===== src/rtl/i2s_pkg.sv =====
// i2s_pkg: shared types for the I2S transmit scheduler and its pair FIFO.
package i2s_pkg;

    localparam int AUDIO_W = 24;

    // One stereo sample pair as stored in the FIFO.
    typedef struct packed {
        logic [AUDIO_W-1:0] left;
        logic [AUDIO_W-1:0] right;
    } stereo_t;

    typedef enum logic {
        IDLE = 1'b0,
        RUN  = 1'b1
    } sched_state_e;

endpackage


===== src/rtl/i2s_pair_fifo.sv =====
// i2s_pair_fifo: synchronous FIFO of stereo pairs with registered full/empty/level.
// DEPTH must be a power of two and at least 2.
module i2s_pair_fifo
    import i2s_pkg::*;
#(
    parameter int DEPTH = 4
) (
    input  logic                   clk,
    input  logic                   rst_n,
    input  logic                   push,
    input  stereo_t                wr_data,
    input  logic                   pop,
    output stereo_t                rd_data,
    output logic                   full,
    output logic                   empty,
    output logic [$clog2(DEPTH):0] level
);

    localparam int AW = $clog2(DEPTH);
    localparam int LW = AW + 1;

    stereo_t        mem_q [DEPTH];
    logic [AW-1:0]  wr_ptr_q, wr_ptr_d;
    logic [AW-1:0]  rd_ptr_q, rd_ptr_d;
    logic [LW-1:0]  count_q, count_d;
    logic           full_q, empty_q;
    logic           do_push, do_pop;

    assign do_push = push && !full_q;
    assign do_pop  = pop && !empty_q;

    // Pointer and occupancy update; push and pop together leave the count unchanged.
    always_comb begin
        wr_ptr_d = wr_ptr_q;
        rd_ptr_d = rd_ptr_q;
        count_d  = count_q;
        if (do_push) wr_ptr_d = wr_ptr_q + AW'(1);
        if (do_pop)  rd_ptr_d = rd_ptr_q + AW'(1);
        if (do_push && !do_pop)      count_d = count_q + LW'(1);
        else if (!do_push && do_pop) count_d = count_q - LW'(1);
    end

    // Control registers; full/empty are precomputed from the next count.
    always_ff @(posedge clk or negedge rst_n) begin
        if (!rst_n) begin
            wr_ptr_q <= '0;
            rd_ptr_q <= '0;
            count_q  <= '0;
            full_q   <= 1'b0;
            empty_q  <= 1'b1;
        end else begin
            wr_ptr_q <= wr_ptr_d;
            rd_ptr_q <= rd_ptr_d;
            count_q  <= count_d;
            full_q   <= (count_d == LW'(DEPTH));
            empty_q  <= (count_d == '0);
        end
    end

    // Storage array; contents are don't-care while the FIFO is empty.
    always_ff @(posedge clk) begin
        if (do_push) mem_q[wr_ptr_q] <= wr_data;
    end

    assign rd_data = mem_q[rd_ptr_q];
    assign full    = full_q;
    assign empty   = empty_q;
    assign level   = count_q;

endmodule


===== src/rtl/i2s_tx_sched.sv =====
// i2s_tx_sched: buffers stereo pairs, generates bclk/dalrc and issues serializer loads.
// Optional macro UNDERRUN_REPEAT_EN: on underrun re-emit the last popped pair instead of zeros.
// DATA_W must equal AUDIO_W because FIFO entries are stereo_t.
module i2s_tx_sched
    import i2s_pkg::*;
#(
    parameter int DATA_W    = AUDIO_W,
    parameter int SLOT_BITS = 32,
    parameter int BCLK_DIV  = 4,
    parameter int DEPTH     = 4
) (
    input  logic                   clk_12M,
    input  logic                   rst_n,
    input  logic                   en,
    input  logic                   s_valid,
    output logic                   s_ready,
    input  logic [DATA_W-1:0]      s_left,
    input  logic [DATA_W-1:0]      s_right,
    output logic                   bclk,
    output logic                   dalrc,
    output logic [DATA_W-1:0]      ser_data,
    output logic                   ser_load,
    output logic                   underrun,
    output logic [$clog2(DEPTH):0] level
);

    localparam int DIV_W = (BCLK_DIV > 1) ? $clog2(BCLK_DIV) : 1;
    localparam int BIT_W = $clog2(2 * SLOT_BITS);

    sched_state_e       state_q, state_d;
    logic [DIV_W-1:0]   div_cnt_q, div_cnt_d;
    logic [BIT_W-1:0]   bit_cnt_q, bit_cnt_d;
    logic               bclk_q, bclk_d;
    logic               dalrc_q, dalrc_d;
    logic               ser_load_q, ser_load_d;
    logic               underrun_q, underrun_d;
    logic [DATA_W-1:0]  ser_data_q, ser_data_d;
    logic [DATA_W-1:0]  right_q, right_d;

    stereo_t            fifo_wr, fifo_rd;
    logic               fifo_push, fifo_pop, fifo_full, fifo_empty;

    assign fifo_wr.left  = s_left;
    assign fifo_wr.right = s_right;
    assign fifo_push     = s_valid && !fifo_full;

    i2s_pair_fifo #(.DEPTH(DEPTH)) u_fifo (
        .clk     (clk_12M),
        .rst_n   (rst_n),
        .push    (fifo_push),
        .wr_data (fifo_wr),
        .pop     (fifo_pop),
        .rd_data (fifo_rd),
        .full    (fifo_full),
        .empty   (fifo_empty),
        .level   (level)
    );

`ifdef UNDERRUN_REPEAT_EN
    stereo_t last_q, last_d;

    // Remember the most recently popped pair so an underrun can repeat it.
    always_comb begin
        last_d = last_q;
        if (fifo_pop) last_d = fifo_rd;
    end

    // Last-pair register, zero until the first pop.
    always_ff @(posedge clk_12M or negedge rst_n) begin
        if (!rst_n) last_q <= '0;
        else        last_q <= last_d;
    end
`endif

    // Next-state, counters and output decode; outputs are registered so they lag the counters by one cycle.
    always_comb begin
        state_d    = state_q;
        div_cnt_d  = div_cnt_q;
        bit_cnt_d  = bit_cnt_q;
        bclk_d     = 1'b0;
        dalrc_d    = 1'b0;
        ser_load_d = 1'b0;
        underrun_d = 1'b0;
        ser_data_d = ser_data_q;
        right_d    = right_q;
        fifo_pop   = 1'b0;
        case (state_q)
            IDLE: begin
                div_cnt_d = '0;
                bit_cnt_d = '0;
                if (en) state_d = RUN;
            end
            RUN: begin
                if (!en) begin
                    state_d   = IDLE;
                    div_cnt_d = '0;
                    bit_cnt_d = '0;
                    right_d   = '0;
                end else begin
                    bclk_d  = (div_cnt_q >= DIV_W'(BCLK_DIV / 2));
                    dalrc_d = (bit_cnt_q < BIT_W'(SLOT_BITS));
                    if (div_cnt_q == DIV_W'(BCLK_DIV - 1)) begin
                        div_cnt_d = '0;
                        if (bit_cnt_q == BIT_W'(2 * SLOT_BITS - 1)) bit_cnt_d = '0;
                        else                                         bit_cnt_d = bit_cnt_q + BIT_W'(1);
                    end else begin
                        div_cnt_d = div_cnt_q + DIV_W'(1);
                    end
                    if (div_cnt_q == '0 && bit_cnt_q == '0) begin
                        ser_load_d = 1'b1;
                        if (!fifo_empty) begin
                            fifo_pop   = 1'b1;
                            ser_data_d = fifo_rd.left;
                            right_d    = fifo_rd.right;
                        end else begin
                            underrun_d = 1'b1;
`ifdef UNDERRUN_REPEAT_EN
                            ser_data_d = last_q.left;
                            right_d    = last_q.right;
`else
                            ser_data_d = '0;
                            right_d    = '0;
`endif
                        end
                    end else if (div_cnt_q == '0 && bit_cnt_q == BIT_W'(SLOT_BITS)) begin
                        ser_load_d = 1'b1;
                        ser_data_d = right_q;
                    end
                end
            end
            default: state_d = IDLE;
        endcase
    end

    // FSM, counters and output registers.
    always_ff @(posedge clk_12M or negedge rst_n) begin
        if (!rst_n) begin
            state_q    <= IDLE;
            div_cnt_q  <= '0;
            bit_cnt_q  <= '0;
            bclk_q     <= 1'b0;
            dalrc_q    <= 1'b0;
            ser_load_q <= 1'b0;
            underrun_q <= 1'b0;
            ser_data_q <= '0;
            right_q    <= '0;
        end else begin
            state_q    <= state_d;
            div_cnt_q  <= div_cnt_d;
            bit_cnt_q  <= bit_cnt_d;
            bclk_q     <= bclk_d;
            dalrc_q    <= dalrc_d;
            ser_load_q <= ser_load_d;
            underrun_q <= underrun_d;
            ser_data_q <= ser_data_d;
            right_q    <= right_d;
        end
    end

    assign s_ready  = !fifo_full;
    assign bclk     = bclk_q;
    assign dalrc    = dalrc_q;
    assign ser_load = ser_load_q;
    assign underrun = underrun_q;
    assign ser_data = ser_data_q;

endmodule


===== config.mk =====
export PLATFORM = sky130hd
export DESIGN_NAME = i2s_tx_sched
export DESIGN_NICKNAME = d
export VERILOG_FILES = /design/src/rtl/i2s_pkg.sv /design/src/rtl/i2s_pair_fifo.sv /design/src/rtl/i2s_tx_sched.sv
export SDC_FILE = /design/constraint.sdc
export NUM_CORES = 1
export LEC_CHECK = 0
export ABC_CLOCK_PERIOD_IN_PS = 7700
export CAP_MARGIN = 25
export CORE_MARGIN = 4
export CORE_UTILIZATION = 62
export CTS_BUF_LIST = sky130_fd_sc_hd__clkbuf_16
export DETAILED_ROUTE_END_ITERATION = 8
export HOLD_SLACK_MARGIN = 0.02
export PLACE_DENSITY = 0.84
export SLEW_MARGIN = 15
export SYNTH_ARGS = -nofsm -noshare
export SYNTH_HDL_FRONTEND = slang
export SYNTH_HIERARCHICAL = 1
export SYNTH_SLANG_ARGS = --single-unit

===== constraint.sdc =====
create_clock -name clk_12M -period 7.7 [get_ports clk_12M]
set_input_delay 1.54 -clock clk_12M [delete_from_list [all_inputs] [get_ports clk_12M]]
set_output_delay 1.54 -clock clk_12M [all_outputs]
set_load 0.02 [all_outputs]

==> results by group, run 1 <==
Setup path
  – CP endpoint kind: flop
  – Slowest cell on crit path: clkdlybuf4s50_1
  – CP Launch Type: input pin
  – Kind of critical path: input pin to flop
  – Critical-path cell list: clkdlybuf4s50_1 -> buf_4 -> nand2_1 -> nor4_4 -> buf_4 -> mux2_2
  – Worst EP required: 8090 ps
  – CP peak stage delay: 460 ps
  – Top delay family on crit path: buffers and inverters
  – Critical path's most frequent cell: buf_4
  – CP Max Fanout: 29
  – Crit path DAT: 3920 ps
  – Worst Path Buf+Inv: 3

Floorplan
  – I/O pin total: 84
  – Die H: 138 um
  – Die area: 0.0191 mm2
  – Die X: 138 um
  – Core Rows: 47
  – Initial core utilization: 63.5%
  – Core area: 0.0166 mm2

Clock tree
  – Hold buffer count at CTS: 0
  – Clock Tree Root: clkbuf_16
  – Sink Count: 262
  – Htree depth: 1
  – Clock buffer count from CTS: 26
  – Post-CTS Setup Bufs: 0
  – CTS resizes: 0
  – Skew-Pair Late Insertion Delay: 520 ps
  – CTS tree: done
  – Worst-path clk slew: 60 ps
  – CTS Buffer Depth: 3

Placement
  – GP Congestion: 0.752
  – Placed wire-length estimate: 12.1 mm
  – Dpl ws: 3680 ps
  – Port bufs: 83

Synth
  – Xor and xnor area share after synthesis: 0.820%
  – Largest family of logic cells by synthesized area: multiplexers
  – Count of different cell masters after synthesis: 47
  – Register area share after synthesis: 71.4%
  – Mapped Area: 0.0105 mm2
  – Yosys warns: 6
  – Simple-gate share of the synthesized area: 3.76%
  – #FFs+latches synth: 262
  – Synthesized instance count: 587
  – Compound-gate portion of the synthesized area: 6.41%
  – Mux cell area share after synthesis: 12.9%
  – Syn avg cell area: 17.9 um2
  – Adder-Cell Fraction of Synth Area: 1.31%
  – Top cell type by total area after synthesis: edfxtp_1
  – Mapped Nets: 650
  – Post-synth top area share: 54.8%
  – Top post-synthesis cells by area: edfxtp_1 (55%), dfrtp_1 (16%), mux4_2 (10%)

Finish
  – Share of layout cells above drive strength 1: 19.7%
  – # diodes: 0
  – Area grow syn2layout: 17.5%
  – Nets@finish: 735
  – Post-layout util: 74.6%

Timing
  – RSZ-0062 raised after global routing: false
  – Clock skew: 8.26 ps
  – Final Max Tran Viols: 0
  – Final hold slack: 462 ps
  – Fmax: 283 MHz
  – Fin crit share: 45.9%
  – Slew HR: 34.2%
  – Final Hold Vio Count: 0
  – Setup WS post-layout: 4170 ps
  – Setup TNS: 0 ps
  – Final setup vio count: 0
  – Worst Tran Pin Value: 987 ps
  – Minimum clock period after layout: 3530 ps

Routing
  – DR pass1 iterations: 5
  – Vias per inst: 6.29
  – DRT iter0 DRCs: 645
  – Remaining antenna violation count: 0
  – Vias: 5,737
  – DRC viols: 0
  – Routed WL: 21.1 mm
  – Routed len/inst: 23.1 um

Status
  – Status: finished clean

Power
  – Leak: 4.42 nW
  – Cell Pwr Density: 365 mW/mm2
  – Peak supply drop: 0.205 mV
  – Total power: 0.00452 W

Global routing
  – Initial antenna violation count: 0
  – First-pass GRT wire length: 33.9 mm
  – Vias in the first global route: 6,004
  – Largest net degree at the start of global routing: 71
  – GR Util All Layers: 22.4%
  – Remaining global-route overflow: 0

Hold path
  – Worst Hold Class: flop to flop

Run
  – Max-cap violations: 0
==> state kept, by name, indices dropped and copies added, names as in the netlist <==
register,flops
u_fifo/mem_q,192
right_q,24
ser_data,24
bit_cnt_q,6
u_fifo/level,3
div_cnt_q,2
u_fifo/rd_ptr_q,2
u_fifo/wr_ptr_q,2
bclk,1
dalrc,1
ser_load,1
state_q,1
u_fifo/empty,1
u_fifo/full,1
underrun,1
==> placed cells by master, fill, tap and decap left out, types with 3 or more instances in the layout <==
| cell type | count |
|---|---|
| a22o_1 | 24 |
| and2_2 | 4 |
| buf_4 | 10 |
| clkbuf_16 | 27 |
| clkdlybuf4s50_1 | 82 |
| clkinv_1 | 4 |
| clkinv_2 | 5 |
| clkinvlp_4 | 3 |
| dfrtp_1 | 67 |
| edfxtp_1 | 192 |
| ha_1 | 11 |
| inv_1 | 41 |
| mux2_2 | 24 |
| mux4_2 | 48 |
| nand2_1 | 32 |
| nand3_1 | 5 |
| nor2_1 | 12 |
| nor3_1 | 6 |
| o211ai_1 | 25 |
| o221ai_1 | 24 |
| xnor2_1 | 6 |
==> final timing paths <==
check,startpoint,cells after the start,to,slack [ps]
max in group asynchronous,rst_n,1,u_fifo/rd_ptr_q[0],5880
max,en,6,ser_data[4],4170
min in group asynchronous,rst_n,1,bit_cnt_q[1],1160
min reg2reg,div_cnt_q[0],1,div_cnt_q[0],460
max reg2reg,bit_cnt_q[5],8,u_fifo/full,4250
min,div_cnt_q[0],1,div_cnt_q[0],460
==> synth_stat cells, drive strengths merged <==
cell type    n
nand2       32
xor2         2
nor2b        1
nand3        5
or4b         1
a22o        24
inv         34
a211oi       1
nor4         2
and2b        2
nand4        1
clkbuf      15
xnor2        7
nand2b       2
buf         23
edfxtp     192
o221ai      25
mux2        24
mux2i        1
and3         1
a31oi        1
nand3b       2
mux4        48
and3b        2
dfrtp       69
or4          1
o211ai      25
ha          11
o21ba        1
o21ai        1
nor3b        1
a21boi       1
or2          1
a21oi        2
or2b         1
nor3         6
dfstp        1
or3          1
nor2        13
and2         4
==> layer usage <==
layer	up-vias	part of all wire (%)	GRT usage [%]
met5	-	0	0
met4	0	1.8	5.15
met3	34	6.2	3.94
met2	243	53	38.7
met1	2972	39	30.2
li1	2488	-	-
==> stage by stage <==
| stage | std cells | area [um2] |
|---|---|---|
| floorplan | 587 | 10500 |
| global placement | 861 | 11500 |
| detailed placement | 861 | 11500 |
| CTS | 909 | 12300 |
| global route | 912 | 12400 |
| finish | 912 | 12400 |
==> kinds of logic (layout without fill, tap and decap cells) <==
family,Yosys count,count (layout)
compound gates,81,81
xor+xnor,9,9
fa+ha+maj,11,11
buf+inv,72,177
flops,262,262
mux,73,73
simple gates,79,79
==> cell type report <==
| type | instances | area [um2] |
|---|---|---|
| repair buffers | 95 | 942 |
| clock buffers | 27 | 676 |
| fillers | 949 | 4210 |
| clock inverters | 21 | 149 |
| multi-input cells | 253 | 2680 |
| well taps | 220 | 275 |
| inverters | 34 | 128 |
| flip-flops and latches | 262 | 7520 |
==> report_power, final <==
| part | switching, W | internal (W) | total [W] | leakage (nW) |
|---|---|---|---|---|
| Combinational | 0.000628 | 0.000644 | 0.00127 | 1.36 |
| Sequential | 0.000197 | 0.00185 | 0.00205 | 2.64 |
| Clock | 0.000493 | 0.000699 | 0.00119 | 0.425 |
| Total | 0.00132 | 0.00320 | 0.00452 | 4.42 |
Power figures use the tool's default switching activity.
==> run 2: changes to the inputs <==
--- a/config.mk
+++ b/config.mk
@@ -5,14 +5,14 @@
 export SDC_FILE = /design/constraint.sdc
 export NUM_CORES = 1
 export LEC_CHECK = 0
-export ABC_CLOCK_PERIOD_IN_PS = 7700
+export ABC_CLOCK_PERIOD_IN_PS = 3500
 export CAP_MARGIN = 25
 export CORE_MARGIN = 4
-export CORE_UTILIZATION = 62
+export CORE_UTILIZATION = 58
 export CTS_BUF_LIST = sky130_fd_sc_hd__clkbuf_16
 export DETAILED_ROUTE_END_ITERATION = 8
 export HOLD_SLACK_MARGIN = 0.02
-export PLACE_DENSITY = 0.84
+export PLACE_DENSITY = 0.8
 export SLEW_MARGIN = 15
 export SYNTH_ARGS = -nofsm -noshare
 export SYNTH_HDL_FRONTEND = slang
==> constraint.sdc (replaced) <==
create_clock -name clk_12M -period 3.5 [get_ports clk_12M]
set_input_delay 0.7 -clock clk_12M [delete_from_list [all_inputs] [get_ports clk_12M]]
set_output_delay 0.7 -clock clk_12M [all_outputs]
set_load 0.02 [all_outputs]
==> run 2 against run 1 <==
Against the previous run: routed wire length is 5.8% higher; clock power grew 100%; critical path depth grew 4; design area is 0.28% higher; hold slack worse by 400 ps; sequential share of layout area decreased by 0.17 points; global-route usage increased by 0.099 points.
==> results by group, run 2 (same netlist as run 1, synthesis figures left out) <==
Finish
  – Design area: 0.0124 mm2 (+0.28%)
  – Leading cell types in the layout, fill and taps excluded: edfxtp_1 (192), clkdlybuf4s50_1 (82), dfrtp_1 (67)
  – Nets@finish: 748 (+1.8%)
  – Biggest register: u_fifo/mem_q
  – # fillers: 1,035 (+9.1%)
  – Share of layout cells above drive strength 1: 20.6% (+0.97 points)
  – Area grow syn2layout: 17.9%
  – Area of the multi-input gates: 0.00267 mm2 (-0.19%)
  – Max FFs per register: 192 (unchanged)
  – Leading cell type in the layout, fill and taps excluded: edfxtp_1
  – FF/Latch Area: 0.00752 mm2 (unchanged)
  – # diodes: 0 (unchanged)

Routing
  – DR pass1 iterations: 5 (unchanged)
  – Routed WL: 22.3 mm (+5.8%)
  – Routed len/inst: 24.0 um (+4.0%)
  – Vias: 5,877 (+2.4%)
  – Remaining antenna violation count: 0 (unchanged)
  – Vias per inst: 6.33 (+0.67%)
  – DRT iter0 DRCs: 516 (-20%)
  – DRC viols: 0 (unchanged)

Setup path
  – Crit path DAT: 3300 ps (-620 ps)
  – Slowest cell on crit path: or4b_1
  – Worst EP required: 3950 ps (-4140 ps)
  – Worst Path Buf+Inv: 2 (-1)
  – Kind of critical path: flop to flop
  – Top delay family on crit path: simple AND/OR/NAND/NOR gates
  – Critical path's most frequent cell: nor3_1
  – CP peak stage delay: 450 ps (about the same)
  – CP Max Fanout: 26 (-10%)
  – CP endpoint kind: flop
  – CP Launch Type: flop
  – Critical-path cell list: inv_1 -> ha_1 -> or4b_1 -> or2_1 -> buf_4 -> nor3_1 -> and2b_4 -> nor3b_1 -> nor3_1 -> o21ba_1

Clock tree
  – Clock buffer count from CTS: 25 (-3.8%)
  – Skew-Pair Late Insertion Delay: 520 ps (about the same)
  – CTS tree: done
  – Worst-path clk slew: 60 ps (about the same)
  – Htree depth: 1 (unchanged)
  – Post-CTS Setup Bufs: 0 (unchanged)
  – Sink Count: 262 (unchanged)
  – CTS Buffer Depth: 3 (unchanged)
  – Hold buffer count at CTS: 0 (unchanged)
  – Clock Tree Root: clkbuf_16
  – CTS resizes: 0 (unchanged)

Power
  – Clock share of power: 24.5% (-1.9 points)
  – Comb pwr share: 28.3% (about the same)
  – Share of power burned in registers: 47.2% (+1.8 points)
  – Sw Ratio: 29.6% (+0.39 points)
  – Peak supply drop: 0.684 mV (+230%)
  – Cell Pwr Density: 783 mW/mm2 (+110%)
  – Leak: 4.47 nW (+1.1%)
  – Internal power: 0.00684 W (+110%)
  – Net Switching: 0.00287 W (+120%)

Timing
  – Fin crit share: 81.6%
  – RSZ-0062 raised after global routing: false
  – Clock skew: 17.5 ps (+9.28 ps)
  – Slew HR: 45.3% (+11 points)
  – Final Hold Vio Count: 0 (unchanged)
  – Final Max Tran Viols: 0 (unchanged)
  – Setup TNS: 0 ps (unchanged)
  – Minimum clock period after layout: 2860 ps
  – Final setup vio count: 0 (unchanged)
  – Fmax: 350 MHz
  – Worst Tran Pin Value: 820 ps (-166 ps)
  – Setup WS post-layout: 644 ps (-3520 ps)

Status
  – Status: finished clean

Placement
  – Dpl ws: 638 ps (-3040 ps)
  – Port bufs: 83 (unchanged)
  – DP Area: 0.0117 mm2 (+1.4%)
  – Placed wire-length estimate: 13.2 mm (+8.8%)
  – GP Congestion: 0.753 (+0.17%)

Global routing
  – Largest net degree at the start of global routing: 71 (unchanged)
  – Initial antenna violation count: 1 (+1)
  – Remaining global-route overflow: 0 (unchanged)
  – GR Util All Layers: 22.5% (+0.099 points)
  – First-pass GRT wire length: 35.1 mm (+3.3%)
  – Vias in the first global route: 6,214 (+3.5%)

Floorplan
  – Core Rows: 48 (+2.1%)
  – Die area: 0.0204 mm2 (+6.5%)
  – Core area: 0.0175 mm2 (+5.7%)
  – I/O pin total: 84 (unchanged)
  – Die X: 143 um (+3.2%)
  – Die H: 143 um (+3.2%)
  – Initial core utilization: 60.0% (-3.5 points)

Hold path
  – Worst Hold Class: input pin to async pin

Run
  – Max-cap violations: 0 (unchanged)
==> run 2: changes by cell type in the layout (fill, tap and decap cells not counted), moves of 2 or more <==
cell | before | now
clkbuf_16 | 27 | 25
bufinv_16 | 2 | 0
inv_6 | 0 | 2
buf_4 | 10 | 23
inv_1 | 41 | 44
clkinvlp_4 | 3 | 1
buf_12 | 1 | 3
==> run 2: area by class of cell <==
class,count,share of cell area [%]
multi-input cells,253,21.5
repair buffers,109,8.71
clock buffers,25,5.04
well taps,225,2.27
inverters,34,1.03
flip-flops and latches,262,60.7
clock inverters,20,0.757
==> run 2: final timing paths <==
kind                       slack (ps)           end          from  depth (start not counted)
setup / recovery                  640  u_fifo/empty  div_cnt_q[0]                         10
hold reg to reg                   460  div_cnt_q[0]  div_cnt_q[0]                          1
hold / removal                     70   ser_data[1]         rst_n                          1
max in group asynchronous        2810  u_fifo/empty         rst_n                          2
min in group clk_12M              460  div_cnt_q[0]  div_cnt_q[0]                          1
setup reg to reg                  640  u_fifo/empty  div_cnt_q[0]                         10
==> run 2: layer usage <==
layer / GRT usage [%] / vias to the layer above / part of all wire (%)
li1: - / 2510 / -
met1: 30.5 / 3071 / 40
met2: 37.8 / 244 / 51
met3: 4.39 / 50 / 6.6
met4: 6.30 / 2 / 2.3
met5: 0 / - / 0.031
==> run 2: per-stage QoR <==
step | hold slack [ps] | power, W | util (%) | instances
floorplan | 404 | 0.00637 | - | 587
global placement | 450 | 0.00725 | 66.5 | 882
detailed placement | 452 | 0.00737 | 66.5 | 882
CTS | 377 | 0.00978 | 70.6 | 927
global route | 61.2 | 0.0102 | 70.7 | 928
finish | 66.4 | 0.00972 | 70.7 | 928
==> run 2: power groups by stage <==
stage	logic [W]	registers [W]	clock network (W)
after global placement	0.00266	0.00460	0
after CTS	0.00276	0.00459	0.00242
after detailed placement	0.00273	0.00465	0
after floorplan	0.00182	0.00455	0
final	0.00275	0.00458	0.00238
after global routing	0.00294	0.00467	0.00258
==> run 3: changes to the inputs <==
--- a/config.mk
+++ b/config.mk
@@ -5,14 +5,14 @@
 export SDC_FILE = /design/constraint.sdc
 export NUM_CORES = 1
 export LEC_CHECK = 0
-export ABC_CLOCK_PERIOD_IN_PS = 3500
+export ABC_CLOCK_PERIOD_IN_PS = 2400
 export CAP_MARGIN = 25
 export CORE_MARGIN = 4
-export CORE_UTILIZATION = 58
+export CORE_UTILIZATION = 52
 export CTS_BUF_LIST = sky130_fd_sc_hd__clkbuf_16
 export DETAILED_ROUTE_END_ITERATION = 8
 export HOLD_SLACK_MARGIN = 0.02
-export PLACE_DENSITY = 0.8
+export PLACE_DENSITY = 0.75
 export SLEW_MARGIN = 15
 export SYNTH_ARGS = -nofsm -noshare
 export SYNTH_HDL_FRONTEND = slang
==> constraint.sdc (replaced) <==
create_clock -name clk_12M -period 2.4 [get_ports clk_12M]
set_input_delay 0.48 -clock clk_12M [delete_from_list [all_inputs] [get_ports clk_12M]]
set_output_delay 0.48 -clock clk_12M [all_outputs]
set_load 0.02 [all_outputs]
==> run 3 against run 2 <==
Against the previous run: sequential power increased by 43%; maximum frequency increased by 20%; clock-buffer cell count increased by 4; combinational power increased by 61%; critical path type unchanged; largest cell class unchanged.
==> results by group, run 3 (same netlist as run 1, synthesis figures left out) <==
Status
  – Status: finished clean

Finish
  – Area of the multi-input gates: 0.00273 mm2 (+2.2%)
  – FF/Latch Area: 0.00752 mm2 (unchanged)
  – Max FFs per register: 192 (unchanged)
  – Leading cell type in the layout, fill and taps excluded: edfxtp_1
  – Final Non-Filler Cells: 987 (+6.4%)
  – # fillers: 1,385 (+34%)
  – Nets@finish: 762 (+1.9%)
  – Share of layout cells above drive strength 1: 24.0% (+3.4 points)
  – Biggest register: u_fifo/mem_q
  – Area grow syn2layout: 22.0%
  – Leading cell types in the layout, fill and taps excluded: edfxtp_1 (192), clkdlybuf4s50_1 (82), dfrtp_1 (67)
  – Post-layout util: 65.3% (-5.4 points)

Global routing
  – Vias in the first global route: 6,104 (-1.8%)
  – Largest net degree at the start of global routing: 50 (-30%)
  – First-pass GRT wire length: 34.1 mm (-2.8%)
  – GR Util All Layers: 19.6% (-2.9 points)
  – Remaining global-route overflow: 0 (unchanged)
  – Initial antenna violation count: 1 (unchanged)

Placement
  – Placed wire-length estimate: 13.2 mm (+0.40%)
  – Placed cell count: 927 (+5.1%)
  – GP Congestion: 0.832 (+10%)
  – Port bufs: 83 (unchanged)

Timing
  – Worst Tran Pin Value: 639 ps (-182 ps)
  – Clock skew: 12.5 ps (-5.06 ps)
  – Final Max Tran Viols: 0 (unchanged)
  – Final hold slack: 471 ps (+405 ps)
  – Slew HR: 57.4% (+12 points)
  – Fin crit share: 98.8% (+17 points)
  – Minimum clock period after layout: 2370 ps (-484 ps)
  – Setup TNS: 0 ps (unchanged)
  – Final Hold Vio Count: 0 (unchanged)
  – Fmax: 422 MHz (+20%)
  – Final setup vio count: 0 (unchanged)
  – RSZ-0062 raised after global routing: true

Setup path
  – CP Max Fanout: 4 (-85%)
  – Worst Path Buf+Inv: 1 (-1)
  – Worst EP required: 2850 ps (-1100 ps)
  – Top delay family on crit path: simple AND/OR/NAND/NOR gates
  – CP peak stage delay: 460 ps (about the same)
  – Crit path DAT: 2820 ps (-480 ps)
  – Flop2flop setup slack: 30 ps (-620 ps)
  – CP Launch Type: flop
  – CP endpoint kind: flop
  – Critical-path cell list: inv_2 -> ha_4 -> or4b_4 -> or2_4 -> nor3_4 -> and2b_4 -> xnor2_4 -> a211oi_2 -> o21ba_1
  – Slowest cell on crit path: or4b_4
  – Kind of critical path: flop to flop

Routing
  – Routed met3 length: 1.29 mm (-12%)
  – DRC viols: 0 (unchanged)
  – Routed WL: 21.7 mm (-2.7%)
  – DR pass1 iterations: 5 (unchanged)
  – Top sig layer: met4
  – Remaining antenna violation count: 0 (unchanged)
  – Vias per inst: 5.83 (-8.0%)
  – WL met2: 10.9 mm (-4.7%)
  – DRT iter0 DRCs: 405 (-22%)
  – Routed len/inst: 22.0 um (-8.6%)
  – Vias: 5,751 (-2.1%)
  – M1 WL: 8.99 mm (+1.7%)

Clock tree
  – Sink Count: 262 (unchanged)
  – CTS tree: done
  – Skew-Pair Late Insertion Delay: 520 ps (about the same)
  – CTS Buffer Depth: 3 (unchanged)
  – Clock buffer count from CTS: 28 (+12%)
  – Clock Tree Root: clkbuf_16
  – Htree depth: 1 (unchanged)
  – Worst-path clk slew: 60 ps (about the same)

Floorplan
  – Die H: 150 um (+5.3%)
  – Core area: 0.0197 mm2 (+12%)
  – Die area: 0.0226 mm2 (+11%)
  – Die X: 150 um (+5.3%)
  – Core Rows: 51 (+6.3%)
  – I/O pin total: 84 (unchanged)
  – Initial core utilization: 53.6% (-6.5 points)

Power
  – Cell Pwr Density: 1160 mW/mm2 (+48%)
  – Peak supply drop: 0.727 mV (+6.3%)
  – Total power: 0.0149 W (+54%)
  – Leak: 4.60 nW (+3.1%)

Hold path
  – Worst Hold Class: flop to flop

Run
  – Max-cap violations: 0 (unchanged)
==> run 3: cell count changes in the layout (fill, tap and decap cells not counted), sizes merged <==
cell	before	now
buf	27	37
clkinv	7	15
inv	46	39
clkbuf	25	29
bufinv	0	1
clkinvlp	1	2
diode	0	1
dlygate4sd3	0	1
==> run 3: path summary, 6_finish.rpt <==
kind                              start            to  cells past startpoint
setup reg to reg           div_cnt_q[0]  u_fifo/empty                      9
setup / recovery           div_cnt_q[0]  u_fifo/empty                      9
min in group asynchronous         rst_n   right_q[22]                      2
max in group asynchronous         rst_n   ser_data[0]                      3
hold reg to reg            div_cnt_q[0]  div_cnt_q[0]                      1
hold / removal             div_cnt_q[0]  div_cnt_q[0]                      1
==> run 3: cell type report <==
cell class	count	share of cell area, %
Tap cell	265	2.58
Multi-Input combinational cell	253	21.2
Antenna cell	1	0.0195
Inverter	34	0.994
Clock buffer	29	5.65
Timing Repair Buffer	120	9.86
Sequential cell	262	58.6
Clock inverter	23	1.06
==> run 3: report_power, final <==
group          internal, W  switching [W]
sequential         0.00594       0.000599
clock              0.00229        0.00165
combinational      0.00233        0.00211
==> run 3: what timing repair did <==
item | in CTS | in global routing
hold buffers | 1 | 0
endpoints found under the setup margin | 0 | 3
gates resized for setup | 0 | 12
hold endpoints to repair | 42 | 0
buffers inserted | 0 | 6
==> run 3: metal layers <==
| metal | global-route usage, % | up-vias |
|---|---|---|
| met4 | 5.63 | 0 |
| met1 | 26.8 | 2957 |
| met3 | 3.52 | 36 |
| li1 | - | 2547 |
| met2 | 32.7 | 211 |
| met5 | 0 | - |
==> run 3: stage by stage <==
step | cell area [um2] | setup WS (ps)
2_1_floorplan | 10500 | -112
3_3_place_gp | 11900 | 142
3_5_place_dp | 11900 | 33.4
4_1_cts | 12700 | 32.1
5_1_grt | 12800 | -58.8
6_report | 12800 | 27.9
